[src/rtl/alu_cmd_sequencer.sv]
// ---------------------------------------------------------------------------
// alu_cmd_sequencer
//
// Purpose:
//   Queues ALU commands in a small FIFO and issues them one at a time to an
//   external registered ALU. Each command is held on the ALU inputs while the
//   ALU result settles. The result and class flags are then captured and
//   presented as a response. Only one command is in flight at a time, so
//   responses come back in command order.
//
// Parameters:
//   WIDTH   - operand / result width
//   DEPTH   - command FIFO entries (power of 2, >= 2)
//   ALU_LAT - ALU input-to-registered-output latency in cycles (>= 1)
//
// Ports:
//   clk, rst_n                          - clock (rising edge), async active-low reset
//   cmd_valid/cmd_ready                 - command handshake
//   cmd_fun, cmd_a, cmd_b               - command function code and operands
//   alu_a, alu_b, alu_fun               - registered drive to the ALU
//   alu_out, alu_*_flag                 - ALU result and class flags
//   rsp_valid/rsp_ready                 - response handshake
//   rsp_data, rsp_flags                 - captured result, flags {arith,logic,cmp,shift}
//   busy                                - FSM not idle or FIFO non-empty
//   err_count                           - (ALU_SEQ_CHECK_EN only) flag/class mismatch count
//
// Build option:
//   ALU_SEQ_CHECK_EN - adds err_count and a checker that compares captured
//                      flags against the class implied by alu_fun.
// ---------------------------------------------------------------------------
module alu_cmd_sequencer #(
    parameter int WIDTH   = 16,
    parameter int DEPTH   = 4,
    parameter int ALU_LAT = 1
) (
    input  logic             clk,
    input  logic             rst_n,
    input  logic             cmd_valid,
    output logic             cmd_ready,
    input  logic [3:0]       cmd_fun,
    input  logic [WIDTH-1:0] cmd_a,
    input  logic [WIDTH-1:0] cmd_b,
    output logic [WIDTH-1:0] alu_a,
    output logic [WIDTH-1:0] alu_b,
    output logic [3:0]       alu_fun,
    input  logic [WIDTH-1:0] alu_out,
    input  logic             alu_arith_flag,
    input  logic             alu_logic_flag,
    input  logic             alu_cmp_flag,
    input  logic             alu_shift_flag,
    output logic             rsp_valid,
    input  logic             rsp_ready,
    output logic [WIDTH-1:0] rsp_data,
    output logic [3:0]       rsp_flags,
`ifdef ALU_SEQ_CHECK_EN
    output logic [7:0]       err_count,
`endif
    output logic             busy
);

    localparam int AW    = $clog2(DEPTH);
    localparam int ENT_W = 2 * WIDTH + 4;
    localparam int CNT_W = $clog2(ALU_LAT + 1);

    localparam logic [1:0] S_IDLE = 2'd0;
    localparam logic [1:0] S_WAIT = 2'd1;
    localparam logic [1:0] S_RESP = 2'd2;

    localparam logic [3:0]       FUN_NOP  = 4'b1111;
    localparam logic [AW:0]      PTR_ONE  = {{AW{1'b0}}, 1'b1};
    localparam logic [CNT_W-1:0] CNT_ONE  = CNT_W'(1);
    // WAIT spans ALU_LAT+1 cycles; capture happens when the counter hits this.
    localparam logic [CNT_W-1:0] CNT_LAST = CNT_W'(ALU_LAT);

    // FIFO storage and pointers (extra MSB separates full from empty)
    logic [ENT_W-1:0] mem_q [DEPTH];
    logic [AW:0]      wr_ptr_q, rd_ptr_q;
    logic             fifo_empty, fifo_full, push, pop;

    // FSM and registered outputs
    logic [1:0]       state_q, state_d;
    logic [CNT_W-1:0] cnt_q, cnt_d;
    logic [WIDTH-1:0] alu_a_q, alu_a_d, alu_b_q, alu_b_d;
    logic [3:0]       alu_fun_q, alu_fun_d;
    logic [WIDTH-1:0] rsp_data_q, rsp_data_d;
    logic [3:0]       rsp_flags_q, rsp_flags_d;
    logic             capture;

    assign fifo_empty = (wr_ptr_q == rd_ptr_q);
    assign fifo_full  = (wr_ptr_q[AW-1:0] == rd_ptr_q[AW-1:0]) && (wr_ptr_q[AW] != rd_ptr_q[AW]);
    // cmd_ready depends only on current occupancy, so a same-cycle pop
    // never makes room for a push.
    assign cmd_ready  = !fifo_full;
    assign push       = cmd_valid && cmd_ready;

    always_ff @(posedge clk) begin
        if (push) begin
            mem_q[wr_ptr_q[AW-1:0]] <= {cmd_fun, cmd_a, cmd_b};
        end
    end

    always_ff @(posedge clk or negedge rst_n) begin
        if (!rst_n) begin
            wr_ptr_q <= '0;
            rd_ptr_q <= '0;
        end else begin
            if (push) wr_ptr_q <= wr_ptr_q + PTR_ONE;
            if (pop)  rd_ptr_q <= rd_ptr_q + PTR_ONE;
        end
    end

    always_comb begin
        state_d     = state_q;
        cnt_d       = cnt_q;
        alu_a_d     = alu_a_q;
        alu_b_d     = alu_b_q;
        alu_fun_d   = alu_fun_q;
        rsp_data_d  = rsp_data_q;
        rsp_flags_d = rsp_flags_q;
        pop         = 1'b0;
        capture     = 1'b0;
        case (state_q)
            S_IDLE: begin
                alu_a_d   = '0;
                alu_b_d   = '0;
                alu_fun_d = FUN_NOP;
                if (!fifo_empty) begin
                    pop = 1'b1;
                    {alu_fun_d, alu_a_d, alu_b_d} = mem_q[rd_ptr_q[AW-1:0]];
                    cnt_d   = '0;
                    state_d = S_WAIT;
                end
            end
            S_WAIT: begin
                if (cnt_q == CNT_LAST) begin
                    capture     = 1'b1;
                    rsp_data_d  = alu_out;
                    rsp_flags_d = {alu_arith_flag, alu_logic_flag, alu_cmp_flag, alu_shift_flag};
                    // Operands are no longer needed; park the ALU on NOP.
                    alu_a_d     = '0;
                    alu_b_d     = '0;
                    alu_fun_d   = FUN_NOP;
                    state_d     = S_RESP;
                end else begin
                    cnt_d = cnt_q + CNT_ONE;
                end
            end
            S_RESP: begin
                if (rsp_ready) state_d = S_IDLE;
            end
            default: state_d = S_IDLE;
        endcase
    end

    always_ff @(posedge clk or negedge rst_n) begin
        if (!rst_n) begin
            state_q     <= S_IDLE;
            cnt_q       <= '0;
            alu_a_q     <= '0;
            alu_b_q     <= '0;
            alu_fun_q   <= FUN_NOP;
            rsp_data_q  <= '0;
            rsp_flags_q <= '0;
        end else begin
            state_q     <= state_d;
            cnt_q       <= cnt_d;
            alu_a_q     <= alu_a_d;
            alu_b_q     <= alu_b_d;
            alu_fun_q   <= alu_fun_d;
            rsp_data_q  <= rsp_data_d;
            rsp_flags_q <= rsp_flags_d;
        end
    end

    assign alu_a     = alu_a_q;
    assign alu_b     = alu_b_q;
    assign alu_fun   = alu_fun_q;
    assign rsp_valid = (state_q == S_RESP);
    assign rsp_data  = rsp_data_q;
    assign rsp_flags = rsp_flags_q;
    assign busy      = (state_q != S_IDLE) || !fifo_empty;

`ifdef ALU_SEQ_CHECK_EN
    // Expected one-hot flag pattern {arith,logic,cmp,shift} for a function code.
    function automatic logic [3:0] class_flags(input logic [3:0] fun);
        if (fun <= 4'b0011)      class_flags = 4'b1000;
        else if (fun <= 4'b1001) class_flags = 4'b0100;
        else if (fun <= 4'b1100) class_flags = 4'b0010;
        else if (fun <= 4'b1110) class_flags = 4'b0001;
        else                     class_flags = 4'b0000;
    endfunction

    logic [7:0] err_count_q;

    // alu_fun_q still holds the issued command on the capture edge.
    always_ff @(posedge clk or negedge rst_n) begin
        if (!rst_n) begin
            err_count_q <= '0;
        end else if (capture && (rsp_flags_d != class_flags(alu_fun_q)) && (err_count_q != 8'hFF)) begin
            err_count_q <= err_count_q + 8'd1;
        end
    end

    assign err_count = err_count_q;
`endif

endmodule

[config.mk]
export PLATFORM = sky130hd
export DESIGN_NAME = alu_cmd_sequencer
export DESIGN_NICKNAME = d
export VERILOG_FILES = /design/src/rtl/alu_cmd_sequencer.sv
export SDC_FILE = /design/constraint.sdc
export NUM_CORES = 1
export LEC_CHECK = 0
export ABC_CLOCK_PERIOD_IN_PS = 3000
export CAP_MARGIN = 20
export CORE_ASPECT_RATIO = 0.7
export CORE_MARGIN = 3
export CORE_UTILIZATION = 30
export DETAILED_ROUTE_END_ITERATION = 10
export PLACE_DENSITY = 0.48
export SLEW_MARGIN = 20
export SYNTH_ARGS = -nofsm -noshare
export SYNTH_HDL_FRONTEND = slang
export SYNTH_SLANG_ARGS = --single-unit
[constraint.sdc]
create_clock -name clk -period 3 [get_ports clk]
set_input_delay 0.75 -clock clk [delete_from_list [all_inputs] [get_ports clk]]
set_output_delay 0.75 -clock clk [all_outputs]
set_load 0.05 [all_outputs]
==> results by group, run 1 <==
Run status
  – Outcome: finished clean

Timing
  – Final Hold Fails: 0
  – Achievable frequency: 372.5 MHz
  – Period minus WS final: 2.685 ns
  – Post-Route Setup TNS: 0 ns
  – Endpoints failing setup: 0
  – Period utilization: 0.8950
  – Fin. max-slew vios: 0
  – Worst-margin pin slew: 0.9247 ns
  – Headroom to the max-slew limit: 0.3835
  – Clk_skew: 0.01961 ns
  – RSZ-0062 raised after global routing: no

Clocking
  – Post-cts sizing count: 0
  – Clk sinks: around 210
  – H-Tree Depth: 1
  – Clk Latency, worst-skew pair: 0.51 ns
  – Clock Path Buffers: 3
  – Reg clk slew, reported paths: 0.06 ns
  – Post-CTS setup repair buffer count: 0
  – CTS tree: done
  – Root Buffer: clkbuf_16
  – CTS Hold Bufs: 0
  – TritonCTS Buffers: 22

Critical path
  – Worst EP arrival: 1.93 ns
  – Startpoint Class: flop
  – Worst EP required: 2.25 ns
  – Worst Reg2Reg Path Length in Cells: 4
  – Setup Crit Path Kind: reg -> out
  – Max FO, Critical Path: 6
  – CP Capture Type: primary output

Drt
  – WL final: 17730 um
  – First-pass DRT Iterations: 6
  – DR WL/cell: approximately 20 um
  – Residual DRC: 0
  – Antenna-violating nets left: 0
  – Vias per cell: 4.602
  – 1st-iter DRT viols: 225
  – DR vias: 4031

Logic synthesis
  – Avg Synthesized Cell Area: around 22 um2
  – Commonest cells in the netlist: edfxtp_1, dfrtp_1, mux4_2
  – Sequential area share after synthesis: 0.7526
  – Cells after Synth: 365
  – Cell taking the most area after synthesis: edfxtp_1
  – Number of flops mapped to enable cells by yosys: between 100 and 150
  – Warnings from Yosys: 0
  – Synth Flop Type: edfxtp_1
  – Synth top area cells: edfxtp_1, dfrtp_1, mux4_2
  – Number of distinct library cells after synthesis: 37
  – Fraction of registers with async set/reset: 0.3110
  – Mapped Nets: 430
  – Number of synthesized register bits: 209
  – Top-area cell type share of the netlist area: 0.5464
  – Most frequent cell after synthesis: edfxtp_1
  – Synthesized area: 7914 um2

Placement
  – HPWL Detailed: 11070 um
  – GPL Wtd Cong: 0.6830
  – Placed cells: 836
  – PortBufs: 118

Power and ir drop
  – Switching share of power: 0.3696
  – Psw: 4.564 mW
  – Lkg Pwr: 3.658 nW
  – Cell internal pwr: 7.785 mW
  – Flop pwr share: 0.361
  – Combinational power share: 0.417
  – Pwr/cell area: between 1000 and 1500 nW/um2
  – Total power: approximately 12 mW
  – Clk pwr share: 0.223
  – VDD IR max: 0.4755 mV

Die
  – Starting Density: 0.3066
  – I/O pins: ~120
  – Core ar.: 25810 um2
  – Chip Height: roughly 140 um
  – Die Span X: around 200 um
  – DIE AREA: 28400 um2
  – Num rows: approximately 50

Global routing
  – Pin count of the biggest net entering global routing: 39
  – Vias in the first global route: approximately 4400
  – First-pass GRT wire length: around 27000 um
  – Total grt overflow: 0
  – Overall Global Routing Usage: 0.1243
  – Initial antenna violation count: 0

Layout
  – Ant. Diodes: 0
  – Final net count: 568
  – Area added between synthesis and finish: 30.18%
  – Share of post-route cells with drive strength above 1: 0.2486
  – Final Non-Filler Cells: 876

Hold path
  – Min-delay worst type: in -> async

Flow run
  – Max-cap violation count: 0
-- area by class of cell --
type,count,area (um2)
Sequential cell,209,5961
Clock buffer,25,581.8
Multi-Input combinational cell,130,1795
Clock inverter,15,160.2
Inverter,5,18.77
Tap cell,357,446.7
Timing Repair Buffer,135,1339
Fill cell,2330,15510
-- power by group through the flow --
stage	sequential, mW	clock, mW	combinational (mW)
2_1_floorplan	5.58	0	2.45
3_3_place_gp	4.48	0	5.17
3_5_place_dp	4.53	0	5.23
4_1_cts	4.48	2.83	5.25
5_1_grt	4.56	2.95	5.46
6_report	4.45	2.75	5.14
-- worst paths after layout --
check,start,end,slack (ns)
worst min register to register,cnt_q,state_q[0],0.50
min in group clk,cnt_q,state_q[0],0.50
worst max register to register,state_q[1],rd_ptr_q[1],0.77
worst min-delay path,rst_n,rd_ptr_q[0],0.22
max in group asynchronous,rst_n,alu_fun[0],2.08
worst max-delay path,state_q[0],rsp_valid,0.32
-- critical path, cell delays in order, from the launching register on --
cell	delay, ns
dfrtp_1	0.43
inv_2	0.08
nand2_1	0.07
inv_1	0.06
clkdlybuf4s50_1	0.79
-- routing by layer --
layer,GRT usage,wire (um),up-vias
li1,-,-,1781
met1,0.1714,8229,2090
met2,0.2021,8108,135
met3,0.03210,1114,25
met4,0.02381,280,0
met5,0,0,-
-- registers in the layout, indices dropped and copies added, names as in the netlist --
| signal | flops |
|---|---|
| mem_q | 144 |
| rsp_data | 16 |
| rsp_flags | 4 |
| rd_ptr_q | 3 |
| alu_a | 16 |
| wr_ptr_q | 3 |
| alu_fun | 4 |
| state_q | 2 |
| alu_b | 16 |
| cnt_q | 1 |
-- logic make-up (layout without fill, tap and decap cells) --
group | Yosys count | count (layout) | synth area share
AO/OA/AOI/OAI | 46 | 46 | 0.05486
flip-flops | 209 | 209 | 0.7526
XOR/XNOR | 10 | 10 | 0.01107
adder cells (fa/ha/maj) | 5 | 5 | 0.007905
buffers and inverters | 26 | 180 | 0.02419
multiplexers | 58 | 58 | 0.1418
AND/OR/NAND/NOR | 11 | 11 | 0.007590
-- metrics by stage --
step,utilization,instance area (um2),setup WS [ns],hold slack (ns)
after floorplan,-,7920,0.6031,0.4319
after global placement,0.3704,9560,0.5469,0.4503
after detailed placement,0.3704,9560,0.5229,0.4814
after CTS,0.3991,10300,0.2894,0.2329
after global routing,0.3991,10300,0.1837,0.2608
final,0.3991,10300,0.3151,0.2213
-- cells in the final DEF (no fill, tap or decap), drive strengths merged, types with 6 or more instances in the layout --
| master | Yosys | final |
|---|---|---|
| clkdlybuf4s50 | 0 | 115 |
| clkinv | 0 | 11 |
| xnor2 | 6 | 6 |
| dfrtp | 61 | 61 |
| a32o | 32 | 32 |
| mux4 | 36 | 36 |
| clkbuf | 3 | 25 |
| mux2 | 22 | 22 |
| buf | 18 | 20 |
| edfxtp | 144 | 144 |
Note: power is estimated with default switching activity, not from simulation.
==> run 2: changes to the inputs <==
--- a/config.mk
+++ b/config.mk
@@ -7,8 +7,7 @@
 export LEC_CHECK = 0
 export ABC_CLOCK_PERIOD_IN_PS = 3000
 export CAP_MARGIN = 20
-export CORE_ASPECT_RATIO = 0.7
-export CORE_MARGIN = 3
+export CORE_ASPECT_RATIO = 0.9
 export CORE_UTILIZATION = 30
 export DETAILED_ROUTE_END_ITERATION = 10
 export PLACE_DENSITY = 0.48
==> results by group, run 2 (same netlist as run 1, synthesis figures left out) <==
Run status
  – Outcome: finished clean

Global routing
  – Initial antenna violation count: 1
  – Pin count of the biggest net entering global routing: 66
  – Overall Global Routing Usage: 0.1302
  – First-pass GRT wire length: 26760 um
  – Total grt overflow: 0
  – Vias in the first global route: between 4000 and 5000

Drt
  – Vias per cell: approximately 4.7
  – DR vias: about 4000
  – First-pass DRT Iterations: 4
  – Residual DRC: 0
  – WL final: about 17000 um
  – DR WL/cell: 19.66 um
  – Antenna-violating nets left: 0
  – 1st-iter DRT viols: 234

Die
  – Num rows: 56
  – DIE AREA: roughly 27000 um2
  – Core ar.: between 20000 and 30000 um2
  – I/O pins: 119
  – Die Span X: 173.2 um
  – Chip Height: 156.1 um
  – Starting Density: 0.3044

Power and ir drop
  – Lkg Pwr: 3.632 nW
  – Pwr/cell area: 1186 nW/um2
  – VDD IR max: ~0.48 mV

Timing
  – Worst-margin pin slew: 0.9145 ns
  – Endpoints failing setup: 0
  – Post-Route Setup TNS: 0 ns
  – Achievable frequency: 362.0 MHz
  – Period utilization: 0.9209
  – Fin. max-slew vios: 0
  – Final Hold Fails: 0
  – Clk_skew: ~0.016 ns
  – RSZ-0062 raised after global routing: no
  – Period minus WS final: 2.763 ns
  – Headroom to the max-slew limit: 0.3904

Placement
  – PortBufs: 118
  – GPL Wtd Cong: ~0.74
  – Cell area after placement: 9552 um2
  – HPWL Detailed: between 10000 and 15000 um

Layout
  – Layout fillers: 2339
  – Storage cell area: 5961 um2
  – Design area: 10250 um2
  – Most common cell after layout, fill and taps aside: edfxtp_1
  – Ant. Diodes: 0
  – Commonest cells after routing, fill and taps aside: edfxtp_1, clkdlybuf4s50_1, dfrtp_1
  – Number of flip-flops in the largest register: between 100 and 150
  – Multi-input gate area: roughly 1800 um2
  – Area added between synthesis and finish: 29.47%
  – Share of post-route cells with drive strength above 1: 0.2413
  – Final net count: 566

Critical path
  – Worst Reg2Reg Path Length in Cells: 4
  – Worst EP required: 2.25 ns
  – Startpoint Class: flop
  – Max FO, Critical Path: 24
  – CP Capture Type: primary output
  – Worst EP arrival: roughly 2.0 ns
  – Setup Crit Path Kind: reg -> out

Clocking
  – Post-cts sizing count: 0
  – Post-CTS setup repair buffer count: 0
  – Reg clk slew, reported paths: 0.06 ns
  – Clk Latency, worst-skew pair: 0.52 ns
  – H-Tree Depth: 1
  – CTS tree: done
  – CTS Hold Bufs: 0
  – TritonCTS Buffers: 23
  – Root Buffer: clkbuf_16
  – Clk sinks: 209
  – Clock Path Buffers: 3

Flow run
  – Max-cap violation count: 0

Hold path
  – Min-delay worst type: in -> async
run 2: cell types whose count changed in the layout (fill, tap and decap cells not counted), moves of 2 or more:
cell / delta
clkinv_1: -2
buf_4: -5
bufinv_16: -3
clkinv_2: +2
clkbuf_1: +5
buf_12: +2
run 2: where the power goes:
part | leakage (nW) | total [mW] | switching [mW] | internal, mW
clock network | 0.351 | 2.58 | 1.10 | 1.47
registers | 2.11 | 4.51 | 0.472 | 4.03
logic | 1.17 | 5.07 | 2.95 | 2.11
total | 3.63 | 12.1 | 4.53 | 7.62
run 2: path summary, 6_finish.rpt:
| path | start | to | slack [ns] |
|---|---|---|---|
| hold reg to reg | cnt_q | state_q[0] | 0.48 |
| min in group clk | cnt_q | state_q[0] | 0.48 |
| max in group asynchronous | rst_n | rd_ptr_q[0] | 1.94 |
| setup / recovery | rd_ptr_q[0] | busy | 0.24 |
| setup reg to reg | rd_ptr_q[0] | mem_q[2][0] | 0.72 |
| hold / removal | rst_n | rsp_flags[2] | 0.39 |
run 2: stage by stage:
stage | utilization | power [mW] | std cells | setup slack, ns | hold WS, ns
after floorplan | - | 8.030 | 365 | 0.6031 | 0.4319
after global placement | 0.3674 | 9.659 | 824 | 0.6244 | 0.4517
after detailed placement | 0.3674 | 9.713 | 824 | 0.6264 | 0.4733
after CTS | 0.3942 | 12.36 | 866 | 0.1658 | 0.4063
after global routing | 0.3942 | 12.79 | 866 | 0.1124 | 0.4500
final | 0.3942 | 12.15 | 866 | 0.2374 | 0.3903
run 2: layout make-up:
type,count,share of cell area
well taps,348,0.04250
flip-flops and latches,209,0.5818
multi-input cells,130,0.1752
clock inverters,11,0.006716
inverters,5,0.001832
clock buffers,31,0.06106
repair buffers,132,0.1309
run 2: critical path: stages, from the launching register on:
cell	delay [ns]
dfrtp_4	0.76
xnor2_1	0.17
buf_4	0.18
nand4_1	0.16
buf_12	0.22
run 2: routing by layer:
layer | GRT usage | vias to the layer above | share of wire
met5 | 0 | - | 0.00070
met4 | 0.03245 | 2 | 0.020
met3 | 0.03046 | 26 | 0.052
met2 | 0.2120 | 133 | 0.46
met1 | 0.1760 | 2115 | 0.47
li1 | - | 1786 | -
==> RTL edit 1, RTL diff (settings of run 2) <==
Put one more register stage on the output `rsp_flags`, cleared by the reset. The value now appears one clock later. The other outputs are not delayed to match.
--- a/src/rtl/alu_cmd_sequencer.sv
+++ b/src/rtl/alu_cmd_sequencer.sv
@@ -179,3 +179,9 @@
     assign rsp_data  = rsp_data_q;
-    assign rsp_flags = rsp_flags_q;
+    always_ff @(posedge clk or negedge rst_n) begin
+        if (!rst_n) begin
+            rsp_flags <= '0;
+        end else begin
+            rsp_flags <= rsp_flags_q;
+        end
+    end
     assign busy      = (state_q != S_IDLE) || !fifo_empty;
Formal check against the unedited RTL: not equivalent (Yosys sat finds a counterexample within 10 cycles, from zero or initial values and one cycle with rst_n low).
==> RTL edit 1 against run 2 <==
Synthesized cell count is 1.1% higher; power increased by 0.56%; die area up 1.2%; final area increased by 1.2%; setup slack improved by 0.058 ns; sequential cell count rose by 4; wire length is 2.7% lower; synthesized area rose by 1.2%; final cell count increased by 0.23%; highest routed layer is now met4.
==> RTL edit 1: results (changes against run 2) <==
hpwl dp=10300 µm (+0.49%); Area contributors post-synth=edfxtp_1, dfrtp_1, mux4_2, a32o_1, mux2_4; antenna violations before repair=0 (-1); 1st-iter DRT viols=186 (-21%); Layout Cells excl Fill=868 (+0.23%); GR Util met2=19.9% (-1.3 points); met3 Usage GRT=2.54% (-0.51 points); most frequent cells after synthesis=edfxtp_1, dfrtp_1, mux4_2; met1 Use GR=16.6% (-1.0 points); hold slack=0.279 ns (-0.111 ns); f_max=370 MHz (+2.1%); DR WL met2=7670 µm (-2.3%); xor and xnor area share after synthesis=1.09% (-0.013 points); Synth Area in Adders=0.781% (-0.0091 points); Seq/Total Area, Yosys=75.6% (+0.38 points); asr flop ratio synth=32.4% (+1.3 points); reg2reg end=mem_q[0][8]; RePlAce Congestion=0.714 (-3.4%); share of layout cells above drive strength 1=23.7% (-0.48 points); CP max stage delay=0.79 ns (+0.03 ns); worst slack, placed=0.608 ns (-0.0189 ns); Fill cells=2327 (-0.51%); Avg Inst Size Synth=21.7 µm² (about the same); outcome=finished, final reports clean; CP endpoint=rsp_valid; WP data arrival=1.96 ns (-0.05 ns); Synth Area in Compound Gates=5.42% (-0.063 points); Top delay family on crit path=buffers and inverters; mux contribution to synthesized area=14.0% (-0.16 points); top sig layer=met4; Nets=568 (+0.35%); first-pass GRT wire length=25800 µm (-3.7%); Crit Path Max Fanout=6 (-75%)
==> RTL edit 1: cell types whose count changed after synthesis, sizes merged <==
cell / delta
dfrtp: +4
==> RTL edit 1: layout make-up <==
type,instances,area (µm²),area share (%)
inverters,5,18.8,0.181
multi-input cells,130,1800,17.3
flip-flops and latches,213,6060,58.4
clock buffers,31,656,6.32
well taps,348,435,4.20
repair buffers,130,1340,12.9
clock inverters,11,65.1,0.627
==> RTL edit 1: through the flow <==
stage	power, mW	instance area, µm²
floorplan	8.10	8010
global placement	9.66	9650
detailed placement	9.72	9650
CTS	12.4	10400
global route	12.8	10400
finish	12.2	10400
==> RTL edit 1: where the power goes <==
| group | internal, mW | leakage [nW] | total (mW) | switching (mW) |
|---|---|---|---|---|
| registers | 4.11 | 2.15 | 4.54 | 0.429 |
| logic | 2.09 | 1.16 | 5.03 | 2.93 |
| clock network | 1.54 | 0.362 | 2.65 | 1.11 |
| total | 7.74 | 3.68 | 12.2 | 4.47 |
==> RTL edit 2, RTL diff (settings of run 2) <==
Made on the original files. `ALU_LAT`: 1 -> 2. Comments in the files are not updated.
--- a/src/rtl/alu_cmd_sequencer.sv
+++ b/src/rtl/alu_cmd_sequencer.sv
@@ -33,3 +33,3 @@
     parameter int DEPTH   = 4,
-    parameter int ALU_LAT = 1
+    parameter int ALU_LAT = 2
 ) (
Formal check against the unedited RTL: not equivalent (Yosys sat finds a counterexample within 10 cycles, from zero or initial values and one cycle with rst_n low).
==> RTL edit 2 against run 2 <==
Global-route usage down 0.13 points; power is 1.7% lower; first-iteration DRC count down 10%; wire length is 1.8% lower; synthesized area barely moved; sequential cell count is 1 higher; synthesized cell count rose by 1.1%; final area rose by 0.35%; die area barely moved; setup slack improved by 0.016 ns; critical path type unchanged.
==> RTL edit 2: results (changes against run 2) <==
Vias/cell=4.54 (-3.3%); Synth Area in Compound Gates=5.28% (-0.20 points); placement-stage cell area=0.00955 mm² (about the same); first-pass GRT wire length=26500 µm (-1.1%); Post-Synthesis Cells=369 (+1.1%); Setup Skew=0.0166 ns (+0.000341 ns); hpwl dp=10400 µm (+1.1%); antenna violations before repair=0 (-1); Total GRT Usage=12.9% (-0.13 points); Internal=7.62 mW (about the same); xor and xnor area share after synthesis=1.11% (about the same); share of layout cells above drive strength 1=22.8% (-1.4 points); Top delay family on crit path=buffers and inverters; Nets=572 (+1.1%); Inst Count DP=829 (+0.61%); pin count of the biggest net entering global routing=43 (-35%); flop-to-flop setup slack=0.85 ns (+0.13 ns); RePlAce Congestion=0.709 (-4.0%); Clk power=2.74 mW (+6%); hold slack=0.231 ns (-0.159 ns); Leakage=3.72 nW (+2.5%); Mapped Nets=435 (+1.2%); outcome=finished, final reports clean; maximum vdd drop=0.000532 V (+12%); Net Sw Frac=36.2% (-1.1 points); Combinational Power=4.75 mW (-6.3%); Crit Path Max Fanout=5 (-79%); vias in the first global route=4456 (-0.25%); final worst slack=0.253 ns (+0.0156 ns); top sig layer=met4; met3 Usage GRT=2.70% (-0.34 points); asr flop ratio synth=31.4% (+0.33 points); Vias=3950 (-2.8%)
RTL edit 2: cell types whose count changed after synthesis, moves of 2 or more:
cell | run 2 | this run
nor3_1 | 0 | 2
mux2_4 | 17 | 19
a32o_1 | 32 | 0
a21oi_1 | 1 | 3
buf_6 | 6 | 8
buf_4 | 4 | 0
a22o_1 | 0 | 32
mux2_2 | 5 | 2
inv_1 | 4 | 6
RTL edit 2: final timing paths:
check                              from           end  cells past startpoint
max reg2reg                 rd_ptr_q[0]  mem_q[0][18]                      4
min reg2reg                rsp_flags[0]  rsp_flags[0]                      1
min in group clk           rsp_flags[0]  rsp_flags[0]                      1
max                          state_q[0]     rsp_valid                      4
min                               rst_n   rsp_data[9]                      1
max in group asynchronous         rst_n     alu_b[10]                      2
RTL edit 2: layout make-up:
cell class                 instances  area, µm²
timing repair buffer             129       1310
multi-input combinational        135       1790
clock inverter                    13        128
fill                            2338      15700
clock buffer                      29        608
inverter                           7       26.3
sequential                       210       5990
tap                              348        435
